<file path="config.mk">
export PLATFORM = sky130hd
export DESIGN_NAME = spi_share_arb
export DESIGN_NICKNAME = d
export VERILOG_FILES = /design/src/rtl/spi_share_arb.sv
export SDC_FILE = /design/constraint.sdc
export NUM_CORES = 1
export LEC_CHECK = 0
export BUFFER_PORTS_ARGS = -buffer_cell sky130_fd_sc_hd__buf_2
export CAP_MARGIN = 20
export CORE_ASPECT_RATIO = 0.75
export CORE_UTILIZATION = 50
export CTS_BUF_LIST = sky130_fd_sc_hd__clkbuf_2
export DETAILED_ROUTE_END_ITERATION = 16
export GPL_ROUTABILITY_DRIVEN = 0
export PLACE_DENSITY = 0.78
export RECOVER_POWER = 25
export SLEW_MARGIN = 20
export SYNTH_ARGS = -nofsm -noshare
export SYNTH_HDL_FRONTEND = slang
export SYNTH_SLANG_ARGS = --single-unit
</file>
<file path="constraint.sdc">
create_clock -name clk -period 3.2 [get_ports clk]
set_input_delay 0.32 -clock clk [delete_from_list [all_inputs] [get_ports clk]]
set_output_delay 0.32 -clock clk [all_outputs]
set_load 0.005 [all_outputs]
</file>
<file path="src/rtl/spi_share_arb.sv">
// Round-robin arbiter sharing one SPI master between two requesters.
// One 16-bit transaction per grant, followed by a fixed idle gap; hung transfers time out.
module spi_share_arb #(
  parameter int unsigned GAP_CYC = 4,
  parameter int unsigned TMO_W   = 16
) (
  input  logic        clk,
  input  logic        rst_n,
  input  logic        req0,
  input  logic [15:0] cmd0,
  output logic        rdy0,
  output logic [15:0] resp0,
  input  logic        req1,
  input  logic [15:0] cmd1,
  output logic        rdy1,
  output logic [15:0] resp1,
  output logic [1:0]  gnt,
  output logic        spi_snd,
  output logic [15:0] spi_cmd,
  input  logic        spi_done,
  input  logic [15:0] spi_resp,
  output logic        tmo_err
);

  typedef enum logic [1:0] {StIdle, StBusy, StGap} state_e;

  localparam int unsigned   GapW    = (GAP_CYC > 1) ? $clog2(GAP_CYC) : 1;
  localparam logic [GapW-1:0]  GapLast = GapW'(GAP_CYC - 1);
  localparam logic [TMO_W-1:0] TmoMax  = '1;

  state_e            state_q, state_d;
  logic              rr_ptr_q, rr_ptr_d;
  logic [1:0]        gnt_q, gnt_d;
  logic              spi_snd_q, spi_snd_d;
  logic [15:0]       spi_cmd_q, spi_cmd_d;
  logic              rdy0_q, rdy0_d, rdy1_q, rdy1_d;
  logic [15:0]       resp0_q, resp0_d, resp1_q, resp1_d;
  logic              tmo_err_q, tmo_err_d;
  logic [TMO_W-1:0]  tmo_cnt_q, tmo_cnt_d, tmo_inc;
  logic [GapW-1:0]   gap_cnt_q, gap_cnt_d;
  logic              sel;
  logic [15:0]       fin_resp;

  always_comb begin
    state_d   = state_q;
    rr_ptr_d  = rr_ptr_q;
    gnt_d     = gnt_q;
    spi_snd_d = 1'b0;
    spi_cmd_d = spi_cmd_q;
    rdy0_d    = 1'b0;
    rdy1_d    = 1'b0;
    resp0_d   = resp0_q;
    resp1_d   = resp1_q;
    tmo_err_d = 1'b0;
    tmo_cnt_d = tmo_cnt_q;
    gap_cnt_d = gap_cnt_q;
    sel       = 1'b0;
    tmo_inc   = tmo_cnt_q + 1'b1;
    fin_resp  = spi_done ? spi_resp : 16'hFFFF;

    unique case (state_q)
      StIdle: begin
        if (req0 || req1) begin
          // On a tie the round-robin pointer picks; otherwise the lone requester wins.
          sel       = (req0 && req1) ? rr_ptr_q : req1;
          gnt_d     = sel ? 2'b10 : 2'b01;
          spi_cmd_d = sel ? cmd1 : cmd0;
          spi_snd_d = 1'b1;
          tmo_cnt_d = '0;
          state_d   = StBusy;
        end
      end
      StBusy: begin
        tmo_cnt_d = tmo_inc;
        // Done takes precedence over a timeout landing on the same cycle.
        if (spi_done || (tmo_inc == TmoMax)) begin
          if (gnt_q[1]) begin
            rdy1_d  = 1'b1;
            resp1_d = fin_resp;
          end else begin
            rdy0_d  = 1'b1;
            resp0_d = fin_resp;
          end
          tmo_err_d = ~spi_done;
          rr_ptr_d  = ~gnt_q[1];
          gnt_d     = 2'b00;
          gap_cnt_d = '0;
          state_d   = StGap;
        end
      end
      StGap: begin
        if (gap_cnt_q == GapLast) begin
          gap_cnt_d = '0;
          tmo_cnt_d = '0;
          state_d   = StIdle;
        end else begin
          gap_cnt_d = gap_cnt_q + 1'b1;
        end
      end
      default: state_d = StIdle;
    endcase
  end

  always_ff @(posedge clk or negedge rst_n) begin
    if (!rst_n) begin
      state_q   <= StIdle;
      rr_ptr_q  <= 1'b0;
      gnt_q     <= 2'b00;
      spi_snd_q <= 1'b0;
      spi_cmd_q <= 16'h0000;
      rdy0_q    <= 1'b0;
      rdy1_q    <= 1'b0;
      resp0_q   <= 16'h0000;
      resp1_q   <= 16'h0000;
      tmo_err_q <= 1'b0;
      tmo_cnt_q <= '0;
      gap_cnt_q <= '0;
    end else begin
      state_q   <= state_d;
      rr_ptr_q  <= rr_ptr_d;
      gnt_q     <= gnt_d;
      spi_snd_q <= spi_snd_d;
      spi_cmd_q <= spi_cmd_d;
      rdy0_q    <= rdy0_d;
      rdy1_q    <= rdy1_d;
      resp0_q   <= resp0_d;
      resp1_q   <= resp1_d;
      tmo_err_q <= tmo_err_d;
      tmo_cnt_q <= tmo_cnt_d;
      gap_cnt_q <= gap_cnt_d;
    end
  end

  assign gnt     = gnt_q;
  assign spi_snd = spi_snd_q;
  assign spi_cmd = spi_cmd_q;
  assign rdy0    = rdy0_q;
  assign rdy1    = rdy1_q;
  assign resp0   = resp0_q;
  assign resp1   = resp1_q;
  assign tmo_err = tmo_err_q;

endmodule

</file>
# Word-level counts from Yosys, hierarchy flattened

Index checks and enable logic that the tools add are counted.

Output and inout bits: 54
Word-level logic and storage cells: 64
Input port bits: 53
Bits in registers: 75

Mux-type cells: 26
Eq/ne operators: 7
Bitwise logic cells: 2
$add $sub $neg: 2
Reduce and logical (&&, ||, !) cells: 15

Operators by type and width:

| kind                  | count |
|---|---|
| $mux 16               | 4 |
| $pmux 16 s3           | 1 |
| $add 16x1->16 const B | 1 |
| $eq 16x16->1 const B  | 1 |
| $reduce_and 3->1      | 5 |
| $mux 2                | 7 |
| $mux 1                | 11 |
| $pmux 2 s2            | 2 |
| $ne 2x2->1 const B    | 3 |
| $pmux 2 s3            | 1 |
| $reduce_and 2->1      | 3 |
| $eq 2x2->1 const B    | 2 |
| $reduce_bool 2->1     | 2 |
| $reduce_bool 3->1     | 1 |
| $add 2x1->2 const B   | 1 |
| $eq 2x1->1 const B    | 1 |
| $logic_not 2->1       | 1 |
| $logic_or 1x1->1      | 2 |
| $not 1->1             | 2 |
| $logic_and 1x1->1     | 1 |

# Longest topological paths before layout

Gate-level depths: netlist of run 1.

Depth after elaboration: 5
Gate-level depth with buffers: 9

# Worst setup path after synthesis of run 1

OpenSTA, ideal clock, no wires.

Path kind: register to register
From: register tmo_cnt_q[0]
To: register resp0_q[10] (netlist: resp0[10])
Setup slack: 0.426 ns
Cell stages (with the launch flop): 10
Arrival time: 2.708 ns
Clock period less this slack: 2.774 ns
Path through: dfrtp_1 ha_1 buf_2 and3_1 a31oi_1 or4_1 a2111o_1 a211oi_4 buf_6 o22a_1

Cells in the longest elaborated chain, start to end: 4

Ends and longest elaborated chain:

| element                    | RTL line | source |
|---|---|---|
| start: declaration         | 39       | `logic [TMO_W-1:0] tmo_cnt_q, tmo_cnt_d, tmo_inc;` |
| start signal: assignment   | 129      | `tmo_cnt_q <= tmo_cnt_d;` |
| $add 16x1->16              | 58       | `tmo_inc = tmo_cnt_q + 1'b1;` |
| $eq 16x16->1               | 76       | `if (spi_done \|\| (tmo_inc == TmoMax)) begin` |
| $logic_or 1x1->1           | 76       |  |
| $reduce_and 3->1 (no line) | n/a      |  |
| end signal: assignment     | 126      | `resp0_q <= resp0_d;` |
| end: declaration           | 37       | `logic [15:0] resp0_q, resp0_d, resp1_q, resp1_d;` |

Every way passes these cells.
A chain may end at the register's enable or synchronous reset.

# Final worst setup path of run 1

From: register tmo_cnt_q[0]
To: register resp0_q[8] (netlist: resp0[8])

The elaborated chain is that of the path after synthesis.

==> run_results.csv, run 1 <==
group,metric,value,unit
timing,rsz0062_at_grt,"no",
timing,fin_tns_setup,0,ps
routing,avgRoutedWirePerCell,16.32,µm
power,p_comb_frac,0.423,
routing,drc,0,
setup_path,worstPathArrival,3460,ps
floorplanning,die_area,6946,µm²
clock_network,cts_setup_buffers,0,
outcome,violations,"capacitance limit, slew limit",
floorplanning,fp-row-count,25,
yosys,syn_area,3307,µm²
yosys,syn_nets,356,
yosys,ys_types,46,
cells_and_area,fillers,471,
routing,drt_iter0_markers,241,
power,p_leak,2.066,nW
placement,dp_hpwl,5.292,mm
setup_path,crit_buf_inv,1,
grt,grt_use_total,0.2690,
outcome,status,"complete, but fails checks",
clock_network,clkTransAtPathRegs,200,ps
yosys,yosys_warnings,0,
routing,ant_nets,0,
grt,overflow,0,
routing,vias,3106,
yosys,synth-seq-cells,75,
yosys,ys_seq_area_frac,0.5675,
setup_path,slowest_delay,550,ps
clock_network,cts_made_buffers,9,
clock_network,cts.htree.levels,3,
power,intPower,0.002284,W
clock_network,root_buffer,"clkbuf_2",
routing,routed_wl,8.813,mm
floorplanning,io_pins,107,
clock_network,clkSinkCount,75,
grt,grt_pass1_vias,3029,
yosys,synth_edf_count,0,
power,clkPwrFrac,0.144,
clock_network,cts.path.max_buffers,2,
placement,port_buffers,106,
min_path,min_path_type,"input pin to flop",
timing,fmax,0.3345,GHz
grt,antenna_found_initial,0,
grt,grt_max_degree,40,
timing,setup-violations-final,0,
setup_path,crit_family,"compound AO/OA/AOI/OAI gates",
yosys,ys.flop_type,"dfrtp_1",
cells_and_area,syn2layout_area_growth,36.51,%
cells_and_area,drive_gt1_frac,0.3007,
floorplanning,die_w,95.91,µm
setup_path,cp-start-kind,"flop",
power,power_density,784.5,nW/µm²
setup_path,critPathCaptureType,"flop",
power,power_switching,0.001257,W
setup_path,cp_max_fo,18,
clock_network,clock_latency,510,ps
cells_and_area,insertedDiodeCount,0,
setup_path,cp_cell_sequence,"ha_1 > and3_1 > a31oi_1 > or4_1 > a2111o_1 > a211oi_4 > buf_4 > o22a_1",
cells_and_area,layout.cells.non_filler,540,
timing,slew_violations,40,
clock_network,tritoncts,"built",
routing,via_per_inst,5.752,
timing,post-route-period-util,0.9343,
setup_path,path_class,"flop to flop",
cells_and_area,most-common-layout-cells,"105 x buf_2, 75 x dfrtp_1, 49 x dlygate4sd3_1",
timing,hold_slack,77.54,ps
timing,fin_crit,2990,ps
timing,worst_slew_margin_rel,-0.3724,
run,maxCapViolCount,1,
cells_and_area,final_nets,510,
power,vdd_drop_max,0.4270,mV
floorplanning,die_h,72.43,µm
yosys,async_reset_ff_frac,1.000,
floorplanning,start_util,0.5208,
routing,first_pass_iters,5,
floorplanning,fp.coreArea,6350,µm²
power,swShare,0.3549,
setup_path,cpMaxStageDelayCell,"or4_1",
placement,numPlacedInstances,474,
yosys,syn-instance-count,300,
grt,grt_pass1_wl,14.05,mm
timing,worst_pin_slew,2059,ps
power,p_seq_frac,0.433,
yosys,syn_area_per_cell,11.02,µm²
timing,hold_viol,0,
setup_path,worst_ep_required_time,3670,ps
cells_and_area,final_common_cell,"buf_2",
timing,finClkSkew,13.21,ps
## layer usage
layer | vias up | GRT usage | routed length [µm]
met3 | 8 | 0.1006 | 703
met2 | 129 | 0.4484 | 4219
li1 | 1448 | - | -
met5 | - | 0 | 0
met1 | 1521 | 0.3356 | 3835
met4 | 0 | 0.05970 | 55
## power by group through the flow
stage | sequential, W | combinational, W | clock (W)
after floorplan | 0.00153 | 0.000741 | 0
after global placement | 0.00152 | 0.00124 | 0
after detailed placement | 0.00154 | 0.00127 | 0
after CTS | 0.00152 | 0.00147 | 0.000533
after global routing | 0.00157 | 0.00165 | 0.000580
final | 0.00153 | 0.00150 | 0.000511
## flip-flops by register name, summed over array words and instances, names as in the netlist
register and cells:
tmo_cnt_q 16, gap_cnt_q 2, tmo_err 1, rdy1 1
rr_ptr_q 1, resp0 16, resp1 16, spi_cmd 16
rdy0 1, gnt 2, state_q 2, spi_snd 1
## cell usage after synthesis, types with 3 or more instances
master	instances	area (µm²)
nand2_1	14	52.55
inv_1	22	82.58
a222oi_1	16	160.2
ha_1	3	37.54
o21ai_0	29	145.1
o22a_1	33	289.0
buf_2	3	15.01
clkbuf_1	14	52.55
nor3_1	7	35.03
nor2_1	10	37.54
dfrtp_1	75	1877
a31oi_1	5	31.28
a21oi_1	11	55.05
nand4_1	6	37.54
o31ai_1	5	37.54
buf_4	3	22.52
nand3_1	8	40.04
## worst paths after layout
check / from / end / cells past startpoint / slack (ps)
min: cmd1[15] / spi_cmd[15] / 3 / 80
max: tmo_cnt_q[0] / resp0[8] / 8 / 210
min in group asynchronous: rst_n / spi_cmd[13] / 2 / 910
max reg2reg: tmo_cnt_q[0] / resp0[8] / 8 / 210
min reg2reg: tmo_cnt_q[14] / tmo_cnt_q[14] / 1 / 510
max in group asynchronous: rst_n / rr_ptr_q / 3 / 770
## stage by stage
| stage | instance area (µm²) | util | power [W] | worst slack [ps] |
|---|---|---|---|---|
| 6_report | 4514 | 0.7109 | 0.003541 | 210.4 |
| 3_3_place_gp | 3906 | 0.6152 | 0.002766 | 392.9 |
| 4_1_cts | 4501 | 0.7088 | 0.003521 | 227.4 |
| 5_1_grt | 4514 | 0.7109 | 0.003807 | 39.94 |
| 2_1_floorplan | 3307 | - | 0.002269 | 426.4 |
| 3_5_place_dp | 3906 | 0.6152 | 0.002814 | 277.8 |
## area by class of cell
type | instances | area (µm²) | share of cell area
timing repair buffer | 165 | 1091 | 0.2417
multi-input combinational | 181 | 1249 | 0.2766
clock buffer | 9 | 45.04 | 0.009978
clock inverter | 7 | 68.82 | 0.01524
inverter | 22 | 82.58 | 0.01829
tap | 81 | 101.3 | 0.02245
sequential | 75 | 1877 | 0.4157
## timing repair
item,4_1_cts,5_1_grt
hold buffers,48,1
setup endpoints to repair,0,1
resized for setup,0,1
hold endpoints to repair,86,1
## logic make-up after synthesis
| group | after synthesis | share of synthesized area |
|---|---|---|
| compound gates | 111 | 0.2512 |
| flops | 75 | 0.5675 |
| simple gates | 64 | 0.1052 |
| buf+inv | 44 | 0.05675 |
| xor+xnor | 3 | 0.007947 |
| fa+ha+maj | 3 | 0.01135 |
## worst register-to-register path, delay by kind of cell (launching register included)
kind            cells  cell delay (ps)
simple gates        2              830
fa+ha+maj           1              340
compound gates      4             1000
flops               1              510
buf+inv             1              250
(Power assumes the default switching activity.)
==> run 2: changes to the inputs <==
- GPL_TIMING_DRIVEN: not set -> 0
==> run 2 against run 1 <==
The run now ends clean; sequential share of layout area fell by 0.63 points; critical endpoint is now resp1[13]; first-iteration DRC count fell by 28%; wire length rose by 3.0%; largest power group unchanged; highest routed layer unchanged; register-to-register slack barely moved; hold slack improved by 4.9 ps; global-route usage fell by 0.89 points; fmax rose by 0.40%; clock-buffer cell count did not move.
==> run_results.csv, run 2 (synthesis results as in run 1) <==
group,metric,value,unit
routing,drc,0,
setup_path,r2r_setup_slack,220,ps
outcome,status,"complete, no violations",
floorplanning,die_area,6946,µm²
floorplanning,io_pins,107,
routing,vias,3141,
timing,worst_pin_slew,1327,ps
floorplanning,fp.coreArea,6350,µm²
floorplanning,die_h,72.43,µm
setup_path,path_class,"flop to flop",
clock_network,tritoncts,"built",
grt,grt_pass1_wl,13.50,mm
routing,via_per_inst,5.690,
setup_path,worstPathArrival,3420,ps
placement,dp_hpwl,5.588,mm
cells_and_area,final_common_cell,"buf_2",
clock_network,cts_made_buffers,9,
timing,setup-violations-final,0,
setup_path,timing.rr.end,"resp1[13]",
clock_network,root_buffer,"clkbuf_2",
timing,fin_tns_setup,0,ps
timing,finClkSkew,22.46,ps
timing,fin_crit,2978,ps
timing,post-route-period-util,0.9305,
min_path,hp-start,"cmd1[7]",
routing,ant_nets,0,
setup_path,cp_max_fo,10,
grt,grt_max_degree,56,
clock_network,cts.path.max_buffers,2,
setup_path,critPathCaptureType,"flop",
min_path,whs_endpoint,"spi_cmd[7]",
placement,port_buffers,106,
timing,hold_viol,0,
cells_and_area,drive_gt1_frac,0.2909,
power,vdd_drop_max,0.5377,mV
routing,avgRoutedWirePerCell,16.45,µm
clock_network,clkSinkCount,75,
clock_network,clkTransAtPathRegs,190,ps
timing,slew_violations,0,
cells_and_area,final_core_util,0.7228,
min_path,hold-path-cell-count,3,
timing,rsz0062_at_grt,"no",
grt,antenna_found_initial,0,
clock_network,cts.htree.levels,3,
timing,fmax,0.3358,GHz
grt,grt_use_total,0.2601,
floorplanning,fp-row-count,25,
routing,drt_iter0_markers,174,
grt,overflow,0,
run,maxCapViolCount,0,
min_path,min_path_type,"input pin to flop",
setup_path,worst_ep_required_time,3640,ps
power,p_leak,2.102,nW
routing,routed_wl,9.081,mm
grt,grt_pass1_vias,2808,
floorplanning,die_w,95.91,µm
cells_and_area,most-common-layout-cells,"108 x buf_2, 73 x dfrtp_1, 47 x dlygate4sd3_1",
clock_network,clock_latency,500,ps
routing,first_pass_iters,7,
setup_path,r2r_cells,9,
setup_path,rr_startpoint,"tmo_cnt_q[0]",
cells_and_area,insertedDiodeCount,0,
timing,worst_slew_margin_rel,0.1153,
floorplanning,start_util,0.5208,
cells_and_area,syn2layout_area_growth,38.78,%
setup_path,cp-start-kind,"flop",
timing,hold_slack,82.39,ps
power,power_density,783.5,nW/µm²
cells_and_area,final_nets,523,
==> run 2: changes by cell type in the layout (fill, tap and decap cells not counted), sizes merged <==
cell         before  now
clkinv            4    2
clkbuf           11   25
clkinvlp          2    1
buf             114  115
dlygate4sd3      49   47
bufinv            1    3
==> run 2: stage by stage <==
stage | std cells | instance area, µm² | power (W) | setup slack (ps)
CTS | 531 | 4399 | 0.003540 | 34.12
global route | 552 | 4589 | 0.003845 | 75.01
detailed placement | 488 | 3969 | 0.002831 | 74.38
global placement | 487 | 3939 | 0.002777 | 100.2
finish | 552 | 4589 | 0.003596 | 222.3
floorplan | 300 | 3307 | 0.002269 | 426.4
==> run 2: report_power, final <==
part	leakage, nW	switching, W	internal (W)
Combinational	1.12	0.000730	0.000723
Clock	0.0831	0.000318	0.000328
Sequential	0.897	0.000202	0.00130
Total	2.10	0.00125	0.00235
==> run 2: final cells by class <==
cell class	count	area, µm²
plain buffers	22	105.1
clock buffers	9	45.04
clock inverters	6	105.1
fillers	466	1760
inverters	22	82.58
multi-input cells	181	1251
flip-flops and latches	75	1879
well taps	81	101.3
repair buffers	156	1020
==> run 2: worst max-delay path, stage by stage, from the launching register on <==
cell and delay, ps:
dfrtp_2 470, ha_1 150, buf_2 170, and3_1 240, a31oi_1 90, or4_1 550, a2111o_1 520, a21oi_4 320
buf_4 250, o22a_1 150
==> run 2: timing repair <==
| item | 4_1_cts | 5_1_grt |
|---|---|---|
| hold buffers | 28 | 19 |
| hold endpoints to repair | 86 | 27 |
| buffers inserted | 0 | 2 |
| gates resized for setup | 0 | 4 |
| setup endpoints to repair | 0 | 22 |
==> run 2: worst max-delay path by stage <==
| stage | start | to | slack, ps | cells after the start |
|---|---|---|---|---|
| after global routing | tmo_cnt_q[1] | resp1[13] | 80 | 9 |
| after floorplan | tmo_cnt_q[0] | resp0[10] | 430 | 9 |
| after global placement | tmo_cnt_q[0] | resp0[10] | 100 | 9 |
| after CTS | tmo_cnt_q[0] | resp0[15] | 30 | 9 |
| after detailed placement | tmo_cnt_q[1] | resp0[9] | 70 | 9 |
| final | tmo_cnt_q[0] | resp1[13] | 220 | 9 |
==> run 2: per-layer routing <==
layer  routed length [µm]  part of all wire  global-route usage
met5                    0                 0                   0
met4                   58            0.0064             0.05804
met3                  709             0.078             0.08910
met2                 4196              0.46              0.4294
met1                 4117              0.45              0.3331
==> run 3: changes to the inputs <==
- CORE_ASPECT_RATIO: 0.75 -> not set
==> run 3 against run 2 <==
Sequential power about the same; first-iteration DRC count up 22%; die area about the same; register-to-register slack better by 20 ps; sequential share of layout area up 2.2 points; design area down 5.1%; final cell count down 4.5%; utilization down 3.7 points; critical path depth unchanged; fmax up 0.72%; critical endpoint is now resp1[10]; largest cell class unchanged; largest power group unchanged.
==> run_results.csv, run 3 (synthesis results as in run 1) <==
group,metric,value,unit
timing,setup-violations-final,0,
setup_path,critPathCaptureType,"flop",
routing,avgRoutedWirePerCell,15.70,µm
routing,first_pass_iters,5,
routing,via_per_inst,5.712,
routing,ant_nets,0,
cells_and_area,drive_gt1_frac,0.3089,
placement,port_buffers,106,
cells_and_area,insertedDiodeCount,0,
timing,fin_tns_setup,0,ps
timing,slew_violations,0,
power,p_seq_frac,0.430,
timing,setup_slack,243.7,ps
power,swShare,0.3554,
setup_path,cp-start-kind,"flop",
setup_path,path_class,"flop to flop",
power,p_leak,2.014,nW
timing,hold_viol,0,
power,vdd_drop_max,0.4606,mV
power,intPower,0.002233,W
run,maxCapViolCount,0,
floorplanning,fp.coreArea,6350,µm²
grt,antenna_found_initial,0,
power,power_density,795.5,nW/µm²
floorplanning,die_h,83.33,µm
power,p_total,0.003464,W
routing,routed_wl,8.273,mm
setup_path,rr_startpoint,"tmo_cnt_q[0]",
min_path,hp-start,"spi_resp[14]",
floorplanning,die_w,83.33,µm
clock_network,clock_latency,530,ps
cells_and_area,design_area,4354,µm²
grt,overflow,0,
min_path,min_path_type,"input pin to flop",
cells_and_area,final_common_cell,"buf_2",
timing,worst_slew_margin_rel,0.04510,
clock_network,clkSinkCount,75,
grt,grt_pass1_wl,13.84,mm
setup_path,cp_max_fo,10,
clock_network,cts_made_buffers,9,
timing,finClkSkew,22.11,ps
clock_network,clkTransAtPathRegs,220,ps
setup_path,critPathLaunch,"tmo_cnt_q[0]",
timing,rsz0062_at_grt,"no",
timing,worst_pin_slew,1432,ps
cells_and_area,syn2layout_area_growth,31.67,%
cells_and_area,most-common-layout-cells,"108 x buf_2, 73 x dfrtp_1, 33 x o22a_1",
routing,drc,0,
floorplanning,start_util,0.5208,
clock_network,cts.path.max_buffers,2,
timing,fin_crit,2956,ps
clock_network,cts.htree.levels,3,
floorplanning,io_pins,107,
clock_network,root_buffer,"clkbuf_2",
cells_and_area,final_nets,501,
power,p_comb_frac,0.394,
timing,post-route-period-util,0.9238,
grt,grt_max_degree,60,
timing,fmax,0.3383,GHz
routing,drt_iter0_markers,213,
clock_network,tritoncts,"built",
routing,vias,3010,
power,power_switching,0.001231,W
outcome,status,"complete, no violations",
placement,dp_hpwl,5.510,mm
floorplanning,fp-row-count,29,
grt,grt_pass1_vias,2873,
power,clkPwrFrac,0.176,
placement,pre_cts_slack,75.98,ps
grt,grt_use_total,0.2511,
setup_path,worst_ep_required_time,3680,ps
placement,placedInstanceArea,3964,µm²
setup_path,worstPathArrival,3440,ps
floorplanning,die_area,6943,µm²
timing,hold_slack,2.424,ps
[run 3: cell types whose count changed in the layout (fill, tap and decap cells not counted), sizes merged]
cell,change
inv,+1
bufinv,-1
clkinvlp,-1
buf,-1
dlygate4sd3,-21
clkbuf,+1
clkinv,+1
[run 3: metal layers]
layer | share of wire | vias to the layer above | track usage
met5 | 0 | - | 0
met4 | 0.025 | 0 | 0.1285
met3 | 0.045 | 18 | 0.04473
met2 | 0.50 | 94 | 0.4225
met1 | 0.43 | 1473 | 0.3105
li1 | - | 1425 | -
[run 3: worst paths after layout]
check                           depth (start not counted)             to  slack, ps
worst max-delay path                                    9      resp1[10]        240
worst min-delay path                                    2      resp1[14]          2
worst max register to register                          9      resp1[10]        240
worst min register to register                          1  tmo_cnt_q[14]        500
max in group asynchronous                               3     spi_cmd[2]        880
min in group asynchronous                               2       resp0[3]        400
[run 3: per-stage QoR]
stage / utilization / instances
floorplan: - / 300
global placement: 0.6195 / 483
detailed placement: 0.6242 / 484
CTS: 0.6806 / 522
global route: 0.6857 / 527
finish: 0.6857 / 527
[run 3: layout make-up]
cell class / instances / area (µm²)
Buffer: 22 / 105.1
Clock inverter: 6 / 87.58
Tap cell: 77 / 96.34
Inverter: 22 / 82.58
Fill cell: 498 / 1996
Timing Repair Buffer: 134 / 802.0
Multi-Input combinational cell: 181 / 1251
Sequential cell: 75 / 1879
Clock buffer: 10 / 50.05
[run 3: critical path, cell delays in order (launching register included)]
cell and delay [ps]:
dfrtp_2 470, ha_1 150, buf_2 170, and3_1 250, a31oi_1 100, or4_1 550
a2111o_1 520, a21oi_4 310, buf_4 230, o22a_1 170
[run 3: repair_timing]
item                                    CTS  global route
endpoints found under the setup margin    0            28
hold buffers                             22             4
setup buffers                             0             1
hold endpoints to repair                 96             4
resized for setup                         0             4
[run 3: power by group through the flow]
stage | logic (W) | clock network (W) | registers, W
2_1_floorplan | 0.000741 | 0 | 0.00153
3_3_place_gp | 0.00128 | 0 | 0.00149
3_5_place_dp | 0.00133 | 0 | 0.00151
4_1_cts | 0.00136 | 0.000616 | 0.00148
5_1_grt | 0.00151 | 0.000651 | 0.00153
6_report | 0.00136 | 0.000608 | 0.00149
